File: config.mk
export PLATFORM = sky130hd
export DESIGN_NAME = vga_monitor
export DESIGN_NICKNAME = d
export VERILOG_FILES = /design/src/rtl/vga_monitor.sv
export SDC_FILE = /design/constraint.sdc
export NUM_CORES = 1
export LEC_CHECK = 0
export ABC_CLOCK_PERIOD_IN_PS = 3550
export CORE_ASPECT_RATIO = 0.6
export CORE_MARGIN = 5
export CORE_UTILIZATION = 51
export CTS_CLUSTER_SIZE = 8
export DETAILED_ROUTE_END_ITERATION = 7
export PLACE_DENSITY = 0.75
export SLEW_MARGIN = 20
export SYNTH_ARGS = -nofsm -noshare
export SYNTH_HDL_FRONTEND = slang
export SYNTH_SLANG_ARGS = --single-unit
File: constraint.sdc
create_clock -name clk -period 3.55 [get_ports clk]
set_input_delay 0.355 -clock clk [delete_from_list [all_inputs] [get_ports clk]]
set_output_delay 0.355 -clock clk [all_outputs]
set_load 0.03 [all_outputs]
File: src/rtl/vga_monitor.sv
// Video timing monitor: measures line/frame geometry, sync polarity and a pixel checksum
// per frame, publishes them at each frame start and tracks lock on stable timing.
module vga_monitor #(
    parameter int unsigned LOCK_FRAMES = 2,
    parameter int unsigned TIMEOUT     = 1023
) (
    input  logic        clk,
    input  logic        reset,
    input  logic        hsync,
    input  logic        vsync,
    input  logic        hblank,
    input  logic        vblank,
    input  logic [7:0]  r,
    input  logic [7:0]  g,
    input  logic [7:0]  b,
    output logic [9:0]  h_total,
    output logic [9:0]  h_active,
    output logic [9:0]  v_total,
    output logic [9:0]  v_active,
    output logic        hsync_pol,
    output logic        vsync_pol,
    output logic [15:0] frame_sum,
    output logic [7:0]  frame_count,
    output logic        frame_done,
    output logic        locked
);
    localparam int unsigned      ToW        = $clog2(TIMEOUT + 1);
    localparam logic [ToW-1:0]   ToLast     = ToW'(TIMEOUT - 1);
    localparam logic [9:0]       CntMax     = 10'd1023;
    localparam logic [7:0]       LockTarget = 8'(LOCK_FRAMES - 1);

    typedef enum logic [1:0] {StSearch, StMeasure, StLocked} state_e;

    state_e         state_q, state_d;
    logic           hb_prev_q, vb_prev_q;
    logic [9:0]     hcnt_q, hcnt_d, hact_q, hact_d;
    logic [9:0]     vcnt_q, vcnt_d, vact_q, vact_d;
    logic [9:0]     line_total_q, line_total_d, line_act_q, line_act_d;
    logic           bad_q, bad_d;
    logic [15:0]    acc_q, acc_d;
    logic           pol_h_q, pol_h_d, pol_v_q, pol_v_d;
    logic [ToW-1:0] to_q, to_d;
    logic [7:0]     match_q, match_d;
    logic           has_pub_q, has_pub_d;

    logic       ls, fs, visible, line_bad, frame_bad, timeout, timing_eq, match, publish;
    logic [9:0] pix;

    function automatic logic [9:0] sat_inc(input logic [9:0] v);
        return (v == CntMax) ? v : v + 10'd1;
    endfunction

    assign ls      = ~hblank & hb_prev_q;
    assign fs      = ~vblank & vb_prev_q;
    assign visible = ~hblank & ~vblank;
    assign pix     = 10'(r) + 10'(g) + 10'(b);
    assign locked  = (state_q == StLocked);

    always_comb begin
        hcnt_d       = ls ? 10'd1 : sat_inc(hcnt_q);
        hact_d       = ls ? 10'd1 : (hblank ? hact_q : sat_inc(hact_q));
        line_total_d = ls ? hcnt_q : line_total_q;
        line_act_d   = ls ? hact_q : line_act_q;
        line_bad     = ls && (hcnt_q != line_total_q);
        // A mismatch found at the LS of an FS cycle belongs to the frame being closed
        frame_bad    = bad_q | line_bad;
        bad_d        = frame_bad;
        vcnt_d       = vcnt_q;
        vact_d       = vact_q;
        if (ls) begin
            vcnt_d = sat_inc(vcnt_q);
            if (!vblank) vact_d = sat_inc(vact_q);
        end
        acc_d   = visible ? acc_q + 16'(pix) : acc_q;
        pol_h_d = visible ? ~hsync : pol_h_q;
        pol_v_d = visible ? ~vsync : pol_v_q;
        if (fs) begin
            vcnt_d = ls ? 10'd1 : 10'd0;
            vact_d = ls ? 10'd1 : 10'd0;
            bad_d  = 1'b0;
            acc_d  = visible ? 16'(pix) : 16'd0;
        end
        to_d    = ls ? '0 : to_q + 1'b1;
        timeout = !ls && (to_q == ToLast);

        timing_eq = (line_total_d == h_total) && (line_act_d == h_active) &&
                    (vcnt_q == v_total) && (vact_q == v_active);
        match     = has_pub_q && !frame_bad && timing_eq;

        state_d   = state_q;
        match_d   = match_q;
        has_pub_d = has_pub_q;
        publish   = 1'b0;
        unique case (state_q)
            StSearch: begin
                if (fs) state_d = StMeasure;
            end
            StMeasure, StLocked: begin
                if (timeout) begin
                    state_d   = StSearch;
                    match_d   = 8'd0;
                    has_pub_d = 1'b0;
                end else if (fs) begin
                    publish   = 1'b1;
                    has_pub_d = 1'b1;
                    if (match) begin
                        match_d = (match_q == 8'hff) ? match_q : match_q + 8'd1;
                        state_d = (match_d >= LockTarget) ? StLocked : StMeasure;
                    end else begin
                        match_d = 8'd0;
                        state_d = StMeasure;
                    end
                end
            end
            default: state_d = StSearch;
        endcase

        // Idle in SEARCH with everything cleared; the FS cycle itself starts the first frame
        if (state_q == StSearch && !fs) begin
            hcnt_d       = '0;
            hact_d       = '0;
            vcnt_d       = '0;
            vact_d       = '0;
            line_total_d = '0;
            line_act_d   = '0;
            bad_d        = 1'b0;
            acc_d        = '0;
            to_d         = '0;
        end
    end

    always_ff @(posedge clk) begin
        if (reset) begin
            state_q      <= StSearch;
            hb_prev_q    <= 1'b1;
            vb_prev_q    <= 1'b1;
            hcnt_q       <= '0;
            hact_q       <= '0;
            vcnt_q       <= '0;
            vact_q       <= '0;
            line_total_q <= '0;
            line_act_q   <= '0;
            bad_q        <= 1'b0;
            acc_q        <= '0;
            pol_h_q      <= 1'b0;
            pol_v_q      <= 1'b0;
            to_q         <= '0;
            match_q      <= '0;
            has_pub_q    <= 1'b0;
            h_total      <= '0;
            h_active     <= '0;
            v_total      <= '0;
            v_active     <= '0;
            hsync_pol    <= 1'b0;
            vsync_pol    <= 1'b0;
            frame_sum    <= '0;
            frame_count  <= '0;
            frame_done   <= 1'b0;
        end else begin
            state_q      <= state_d;
            hb_prev_q    <= hblank;
            vb_prev_q    <= vblank;
            hcnt_q       <= hcnt_d;
            hact_q       <= hact_d;
            vcnt_q       <= vcnt_d;
            vact_q       <= vact_d;
            line_total_q <= line_total_d;
            line_act_q   <= line_act_d;
            bad_q        <= bad_d;
            acc_q        <= acc_d;
            pol_h_q      <= pol_h_d;
            pol_v_q      <= pol_v_d;
            to_q         <= to_d;
            match_q      <= match_d;
            has_pub_q    <= has_pub_d;
            frame_done   <= publish;
            if (publish) begin
                h_total     <= line_total_d;
                h_active    <= line_act_d;
                v_total     <= vcnt_q;
                v_active    <= vact_q;
                frame_sum   <= acc_q;
                hsync_pol   <= pol_h_q;
                vsync_pol   <= pol_v_q;
                frame_count <= frame_count + 8'd1;
            end
        end
    end
endmodule

Word level (Yosys, flattened, before mapping)
Index checks and enable logic that the tools add are counted.
- register bits: 169
- input port bits: 30
- output and inout port bits: 68
- logic and storage cells: 128
- add/subtract/negate cells: 10
- order comparisons: 1
- equality and inequality tests: 21
- multiplexer cells: 35
- bitwise logic cells: 9
- reduce and logical (&&, ||, !) cells: 25
- operators by type and width (operator ; number):
    $mux W10 ; 12
    $add A10 B1 Y10 const B ; 5
    $eq A10 B10 Y1 const B ; 5
    $eq A10 B10 Y1 ; 4
    $mux W16 ; 2
    $mux W8 ; 4
    $add A16 B10 Y16 ; 1
    $add A8 B1 Y8 const B ; 2
    $mux W1 ; 11
    $add A9 B8 Y10 ; 1
    $mux W2 ; 5
    $ne A10 B10 Y1 ; 1
    $ne A2 B2 Y1 const B ; 5
    $reduce_and A2 Y1 ; 5
    $add A8 B8 Y9 ; 1
    $eq A8 B8 Y1 const B ; 1
    $ge A8 B1 Y1 const B ; 1
    $logic_and A1 B1 Y1 ; 8
    $reduce_bool A2 Y1 ; 3
    $reduce_or A3 Y1 ; 2
    $not A1 Y1 ; 5
    $ne A2 B1 Y1 const B ; 2
    $pmux W2 S2 ; 1
    $reduce_or A2 Y1 ; 2
    other kinds (8) ; 12

Depth between registers and ports, before layout
Gate-level depths: netlist of the first run.
- depth after elaboration: 12
- depth in mapped cells: 19

Worst setup path before layout of the first run
No wires, ideal clock.
- path type: input-to-reg
- start point: input port b[1]
- end point: register acc_q[14]
- library setup time: 0.128 ns
- arrival: 3.564 ns
- setup slack: -0.142 ns
- stages: 19
- buffers on the path: 0
- path through: inv_1 fa_1 inv_1 ha_1 fa_1 a21o_1 a21oi_1 nor2b_1 o21a_1 nor2_1 xnor2_1 ha_1 or3_1 o21ai_0 a21oi_1 a21boi_0 nor2b_1 xnor2_1 nor2_1
- longest elaborated chain between the ends: 4
- RTL lines (element ; line ; RTL):
    start, declared ; 15 ; input logic [7:0] b,
    $add A9 B8 Y10 ; 56 ; assign pix = 10'(r) + 10'(g) + 10'(b);
    $add A16 B10 Y16 ; 74 ; acc_d = visible ? acc_q + 16'(pix) : acc_q;
    $mux W16 ; 74 ;
    $mux W16 ; 77 ; if (fs) begin
    end signal, assigned ; 144 ; acc_q <= '0;
    end signal, assigned ; 170 ; acc_q <= acc_d;
    end, declared ; 40 ; logic [15:0] acc_q, acc_d;
Every way passes these cells. The select of a mux whose other input is x is not followed.
A chain may end at the register's enable or synchronous reset.

Worst setup path in the final report of the first run
Same ends and word-level chain as after synthesis.

==> metrics, run 1 <==
Worst setup EP type=flip-flop; startpoint types=input port; clock buffer depth=2; unrepaired setup endpoints after global routing=yes; Root Driver=clkbuf_16; mean post-synth cell area=8.41 sq um; worst-margin pin slew=944 ps; largest net degree at the start of global routing=51; 1st-iter DRT viols=688; worst min path class=reg -> reg; initial antenna violation count=1; Worst-path clk slew=60 ps; DRT Wirelength=21,900 um; die area=19,400 sq um; GR Overflow Total=0; vias per inst=5.46; YS warnings=0; family with the most delay on the worst path=adder cells; # rows=36; mapped cell area=8460 sq um; PortBufs=97; Synth Net Count=1,074; status=finished clean; multi-input logic area=4830 sq um; Initial Util=52.0%; RR Endpoint=match_q[5]; DR WL/cell=16.1 um; TritonRoute pass-1 iters=5; Final ANT Viol Nets=0; # H-tree levels=4; Hold Fails Final Rpt=0; I/O pins=98; first-pass GRT wire length=35,200 um; Max-slew headroom=36.9%; CTS Buf Count=17; setup violators final=0; gp weighted congestion=0.945; launch point of the worst reg-to-reg path=hcnt_q[3]; Max-cap violations=0; # DRC=0; chip width=176 um; Setup CP Type=in -> reg; layout cells sized above 1=11.1%; total number of vias=7,408; power per cell area=460 nW/um^2; die height=110 um; number of global-route vias before repair=6,793; Crit. path cell count=20; Peak VDD IR=0.000321 V; fmax=0.291 GHz; CTS sink cnt=169; # hold bufs at CTS=0; Buf/Inv on CP=3; Tmin final=3430 ps; Hold WS=455 ps; Worst Path Max Fanout=2; storage element area=3380 sq um; Area Growth Syn to Fin=25.0%; area of the core=16,300 sq um; Synth cell types=61; Power, Total=0.00487 W; largest registers=acc_q x16, frame_sum x16; Final Max Slew Viols=0; Arrival @ worst endpoint=3720 ps; Critical Path Sink=acc_q[14]; Fill cells=1,355; crit path launch=b[1]; ANT cells=0; Synth Register Bits=169; Main synth FF type=dfxtp_1; Crit path required time=3840 ps; hold depth=2; Async S/R FF share, synth=0%; GRT Overall Usage=22.6%; crit path cell chain=clkdlybuf4s15_1 -> inv_2 -> fa_1 -> inv_1 -> ha_2 -> fa_2 -> a21o_1 -> a21oi_2 -> nor2b_1 -> o21a_1 -> o21ai_2 -> a21oi_2 -> ha_1 -> nor2_2 -> nor2_2 -> and3_4 -> and3_4 -> nor2b_2 -> xnor2_1 -> nor2_1; clock skew=11.5 ps; CP max stage delay=520 ps; CTS tree=yes; Reg2Reg Depth=9; Final Cycle Share=96.7%; Clock Latency Late Sink=420 ps; flop2flop setup slack=780 ps; Cells after Synth=1,006; Slowest-stage cell, CP=fa_1; Post-DP HPWL=15,700 um; sequential share of the synthesized area=40.0%; Leakage Power=4.02 nW; Post-synth EDFFs=0; Nets=1,185
==> power breakdown <==
group          internal [W]  switching (W)  leakage, nW
registers           0.00193      0.0000412         1.37
logic              0.000425       0.000468         2.35
clock network       0.00120       0.000812        0.309
total               0.00355        0.00132         4.02
==> area by class of cell <==
cell class | instances | area share, %
multi-input combinational | 755 | 45.7
sequential | 169 | 32.0
timing repair buffer | 144 | 12.6
clock buffer | 17 | 4.02
tap | 228 | 2.70
clock inverter | 14 | 1.96
inverter | 30 | 1.06
==> timing repair <==
action / 4_1_cts / 5_1_grt
setup endpoints to repair: 8 / 9
pin swaps: 14 / 22
setup buffers: 2 / 2
cloned: 0 / 0
gates resized for setup: 9 / 27
==> synth_stat cells (all sizes together), types with 2 or more instances <==
library cell | n | share of area (%)
inv | 30 | 1.3
nand3 | 27 | 1.6
nand3b | 2 | 0.18
a21oi | 78 | 4.7
o22ai | 3 | 0.22
o2111ai | 4 | 0.49
a2bb2oi | 2 | 0.21
or2 | 8 | 0.59
nand4 | 21 | 1.6
a32oi | 3 | 0.31
nor4 | 11 | 1.0
a211oi | 26 | 2.3
nand2b | 9 | 0.75
nor2b | 12 | 0.89
and3 | 9 | 0.67
nand2 | 123 | 5.5
fa | 10 | 2.4
ha | 28 | 4.1
and2 | 2 | 0.15
a31oi | 5 | 0.37
o31ai | 3 | 0.27
nor3 | 17 | 1.1
and3b | 2 | 0.21
a21boi | 2 | 0.18
nor2 | 150 | 6.7
a21o | 5 | 0.44
dfxtp | 169 | 40
a22oi | 2 | 0.18
xor2 | 62 | 6.4
mux2i | 24 | 3.0
a41oi | 3 | 0.31
o221ai | 3 | 0.31
or3 | 5 | 0.37
o21a | 2 | 0.18
clkbuf | 46 | 2.0
xnor2 | 44 | 4.6
o21ai | 29 | 1.8
and4 | 7 | 0.72
buf | 6 | 0.72
==> per-layer routing <==
| metal | part of all wire, % | track usage, % | routed length [um] | vias to the layer above |
|---|---|---|---|---|
| met1 | 49 | 33.4 | 10700 | 3452 |
| met2 | 41 | 32.4 | 9040 | 258 |
| met4 | 0.87 | 5.23 | 191 | 2 |
| met3 | 8.7 | 6.84 | 1910 | 26 |
| met5 | 0.027 | 0 | 6 | - |
| li1 | - | - | - | 3670 |
==> cell usage in the layout, fill, tap and decap left out, types with 4 or more instances in the layout <==
cell | synthesis | final
nor2b_1 | 12 | 11
xor2_1 | 62 | 62
xnor2_1 | 44 | 43
inv_1 | 30 | 28
nand2_1 | 123 | 123
a31oi_1 | 5 | 5
buf_4 | 0 | 47
a211oi_1 | 26 | 26
nand3_1 | 27 | 26
or2_2 | 7 | 7
mux2i_1 | 21 | 21
o21ai_1 | 8 | 9
nor4_1 | 8 | 8
or3_1 | 5 | 4
a21o_1 | 5 | 5
ha_1 | 28 | 26
clkdlybuf4s50_1 | 0 | 87
a21oi_1 | 77 | 73
and3_1 | 9 | 6
nand2b_1 | 8 | 8
dfxtp_1 | 169 | 169
nor3_1 | 16 | 14
and4_1 | 7 | 7
nand4_1 | 21 | 21
o21ai_0 | 20 | 17
a21oi_2 | 1 | 5
clkbuf_16 | 0 | 17
dlymetal6s2s_1 | 0 | 6
bufinv_16 | 0 | 4
fa_1 | 10 | 8
inv_6 | 0 | 5
nor2_1 | 150 | 147
==> how the worst min path moves through the flow <==
| stage | startpoint | to | slack [ps] |
|---|---|---|---|
| 2_1_floorplan | pol_h_q | hsync_pol | 430 |
| 4_1_cts | frame_sum[14] | frame_sum[14] | 460 |
| 5_1_grt | frame_sum[11] | frame_sum[11] | 480 |
| 3_5_place_dp | frame_sum[14] | frame_sum[14] | 450 |
| 3_3_place_gp | frame_sum[14] | frame_sum[14] | 450 |
| 6_report | frame_sum[14] | frame_sum[14] | 450 |
==> worst register-to-register path, stage by stage, from the launching register on <==
cell and delay (ps):
dfxtp_1 500, nor2b_1 140, o31ai_1 240, o21ai_0 280, nor4_2 400, o2111ai_2 250, nor3_4 470, buf_4 210
a21oi_1 70, nor2_1 150
==> stage by stage <==
step	worst slack, ps	instances	cell area (sq um)	TNS, ps	utilization (%)
global placement	-559	1322	9810	-4390	60.3
finish	116	1357	10600	0	65.1
floorplan	15.6	1006	8470	0	-
detailed placement	-629	1322	9810	-5130	60.3
CTS	1.69	1355	10500	0	64.4
global route	-41.3	1357	10600	-103	65.1
==> cell families after synthesis <==
logic type | synth area share [%]
buffers and inverters | 4.10
XOR/XNOR | 11.0
adder cells (fa/ha/maj) | 6.51
multiplexers | 2.97
AO/OA/AOI/OAI | 13.1
flip-flops | 40.0
AND/OR/NAND/NOR | 22.4
No activity file was read; power rests on OpenSTA's default activity.
==> run 2: changes to the inputs <==
--- a/config.mk
+++ b/config.mk
@@ -11,6 +11,7 @@
 export CORE_UTILIZATION = 51
 export CTS_CLUSTER_SIZE = 8
 export DETAILED_ROUTE_END_ITERATION = 7
+export GPL_ROUTABILITY_DRIVEN = 0
 export PLACE_DENSITY = 0.75
 export SLEW_MARGIN = 20
 export SYNTH_ARGS = -nofsm -noshare
==> run 2 against run 1 <==
Combinational power rose by 4.3%. Sequential power barely moved. Global-route usage rose by 0.087 points. Worst setup slack improved by 36 ps. Cell area fell by 0.56%. Largest power group is now registers.
==> metrics, run 2 (synthesis results as in run 1) <==
# DRC=0 (unchanged); PortBufs=97 (unchanged); status=finished clean; internal power=0.00328 W (-7.6%); Fill cells=1,316 (-2.9%); most frequent cells in the layout=dfxtp_1, nor2_1, nand2_1; # hold bufs at CTS=0 (unchanged); GR Overflow Total=0 (unchanged); DR WL/cell=16.1 um (-0.17%); worst-margin pin slew=980 ps (+35.9 ps); hold path endpoint=frame_sum[0]; power per cell area=437 nW/um^2 (-5.0%); crit path cell chain=clkdlybuf4s15_1 -> inv_1 -> fa_1 -> inv_1 -> ha_2 -> fa_2 -> a21o_1 -> a21oi_2 -> nor2b_1 -> o21a_1 -> nor2_2 -> xnor2_2 -> buf_4 -> buf_4 -> buf_4 -> buf_4 -> buf_4 -> buf_4 -> buf_4 -> buf_4 -> a32oi_2 -> a21oi_1; Clock Latency Late Sink=430 ps (about the same); CTS Buf Count=17 (unchanged); clock skew=11.7 ps (+0.150 ps); Final Cycle Share=95.7% (-1.0 points); I/O pins=98 (unchanged); first-pass GRT wire length=35,600 um (+1.1%); Net Sw Frac=28.8% (+1.7 points); Area Growth Syn to Fin=24.3%; # H-tree levels=4 (unchanged); vias per inst=5.46 (about the same); multi-input logic area=4820 sq um (-0.23%); flop2flop setup slack=730 ps (-50 ps); Max-cap violations=0 (unchanged); unrepaired setup endpoints after global routing=no; most common cell after layout, fill and taps aside=dfxtp_1; Comb pwr share=20.2% (+1.9 points); TritonRoute pass-1 iters=5 (unchanged); fmax=0.294 GHz (+1.1%); Hold Fails Final Rpt=0 (unchanged); Worst Path Max Fanout=2 (unchanged); area of the core=16,300 sq um (unchanged); RR Endpoint=match_q[4]; Max-slew headroom=34.6% (-2.2 points); Util after Layout=64.7% (-0.36 points); Net Switching=0.00132 W (+0.28%); Worst setup EP type=flip-flop; Reg2Reg Depth=9 (unchanged); Post-DP HPWL=15,500 um (-1.2%); largest net degree at the start of global routing=88 (+73%); Tmin final=3400 ps (-35.8 ps); Peak VDD IR=0.000319 V (-0.49%); chip width=176 um (unchanged); largest registers=acc_q x16, frame_sum x16; CP max stage delay=480 ps (-40 ps); Initial Util=52.0% (unchanged); Final Max Slew Viols=0 (unchanged); CTS tree=yes; Nets=1,194 (+0.76%); Slowest-stage cell, CP=fa_1; Critical Path Most Common Cell=buf_4; Final ANT Viol Nets=0 (unchanged); setup violators final=0 (unchanged); die height=110 um (unchanged); Setup CP Type=in -> reg; GRT Overall Usage=22.7% (+0.087 points); Worst-path clk slew=60 ps (about the same); die area=19,400 sq um (unchanged); Root Driver=clkbuf_16; number of global-route vias before repair=6,985 (+2.8%); total number of vias=7,464 (+0.76%); CTS sink cnt=169 (unchanged); launch point of the worst reg-to-reg path=hcnt_q[3]; setup TNS=0 ps (unchanged); startpoint types=input port; hold depth=2 (unchanged); # rows=36 (unchanged); Arrival @ worst endpoint=3700 ps (-20 ps); Clock power frac=37.0% (-4.2 points); Crit path required time=3860 ps (+20 ps); layout cells sized above 1=11.4% (+0.35 points); initial antenna violation count=0 (-1); Leakage Power=3.99 nW (-0.72%); 1st-iter DRT viols=676 (-1.7%); DRT Wirelength=22,000 um (+0.56%); storage element area=3380 sq um (unchanged); clock buffer depth=2 (unchanged); HP Start=frame_sum[0]; worst min path class=reg -> reg; Sequential Power Share=42.8% (+2.4 points)
==> run 2: cell count changes in the layout (fill, tap and decap cells not counted), moves of 2 or more <==
cell        previous run  this run
bufinv_16              4         0
buf_4                 47        56
and3_4                 2         0
clkbuf_2               0         2
and3_1                 6         8
inv_8                  2         0
inv_6                  5         3
clkinvlp_4             1         6
==> run 2: area by class of cell <==
class | instances | share of cell area (%)
multi-input cells | 755 | 45.8
clock buffers | 18 | 4.08
flip-flops and latches | 169 | 32.2
clock inverters | 13 | 0.940
repair buffers | 153 | 13.2
diodes | 1 | 0.0238
inverters | 30 | 1.07
well taps | 228 | 2.71
==> run 2: what timing repair did <==
action	4_1_cts	5_1_grt
resized for setup	14	20
gates cloned	0	0
pin swaps	23	13
setup buffers	11	1
endpoints found under the setup margin	7	9
==> run 2: power groups by stage <==
stage | logic (W) | clock network, W | registers, W
2_1_floorplan | 0.000472 | 0 | 0.00203
3_3_place_gp | 0.000791 | 0 | 0.00201
3_5_place_dp | 0.000807 | 0 | 0.00201
4_1_cts | 0.000887 | 0.00171 | 0.00197
5_1_grt | 0.00101 | 0.00180 | 0.00197
6_report | 0.000931 | 0.00170 | 0.00197
==> run 2: per-layer routing <==
| layer | track usage (%) | up-vias | wire length, um |
|---|---|---|---|
| met4 | 4.78 | 0 | 209 |
| met1 | 33.3 | 3485 | 10500 |
| met5 | 0 | - | 0 |
| li1 | - | 3692 | - |
| met3 | 6.29 | 24 | 2020 |
| met2 | 33.5 | 263 | 9230 |
==> run 2: critical path, delay by kind of cell <==
family | cells | cell delay, ps
AOI/OAI and AO/OA | 5 | 820
xor gates and xnor gates | 1 | 80
adders and majority gates | 3 | 990
buffers and inverters | 11 | 1250
and+or+nand+nor | 2 | 190
==> run 2: how the worst max path moves through the flow <==
stage	depth (start not counted)	to	slack [ps]	from
final	22	acc_q[7]	150	g[1]
after global routing	20	acc_q[10]	10	g[1]
after CTS	17	acc_q[10]	0.5	r[2]
after detailed placement	20	acc_q[14]	-610	b[1]
after global placement	20	acc_q[14]	-540	b[1]
after floorplan	19	acc_q[14]	20	b[1]
==> run 2: metrics by stage <==
step | total power (W) | hold slack [ps] | cells | setup slack [ps] | instance area [sq um]
floorplan | 0.00250 | 432 | 1006 | 15.6 | 8470
global placement | 0.00280 | 445 | 1323 | -536 | 9820
detailed placement | 0.00282 | 448 | 1323 | -610 | 9820
CTS | 0.00456 | 458 | 1365 | 0.457 | 10500
global route | 0.00478 | 478 | 1366 | 11.9 | 10500
finish | 0.00460 | 457 | 1367 | 152 | 10500
==> run 3: changes to the inputs <==
--- a/config.mk
+++ b/config.mk
@@ -9,6 +9,7 @@
 export CORE_ASPECT_RATIO = 0.6
 export CORE_MARGIN = 5
 export CORE_UTILIZATION = 51
+export CTS_CLUSTER_DIAMETER = 40
 export CTS_CLUSTER_SIZE = 8
 export DETAILED_ROUTE_END_ITERATION = 7
 export GPL_ROUTABILITY_DRIVEN = 0
==> results of run 3 <==
Same layout as run 2: the final DEF is identical, and so are final timing and power.
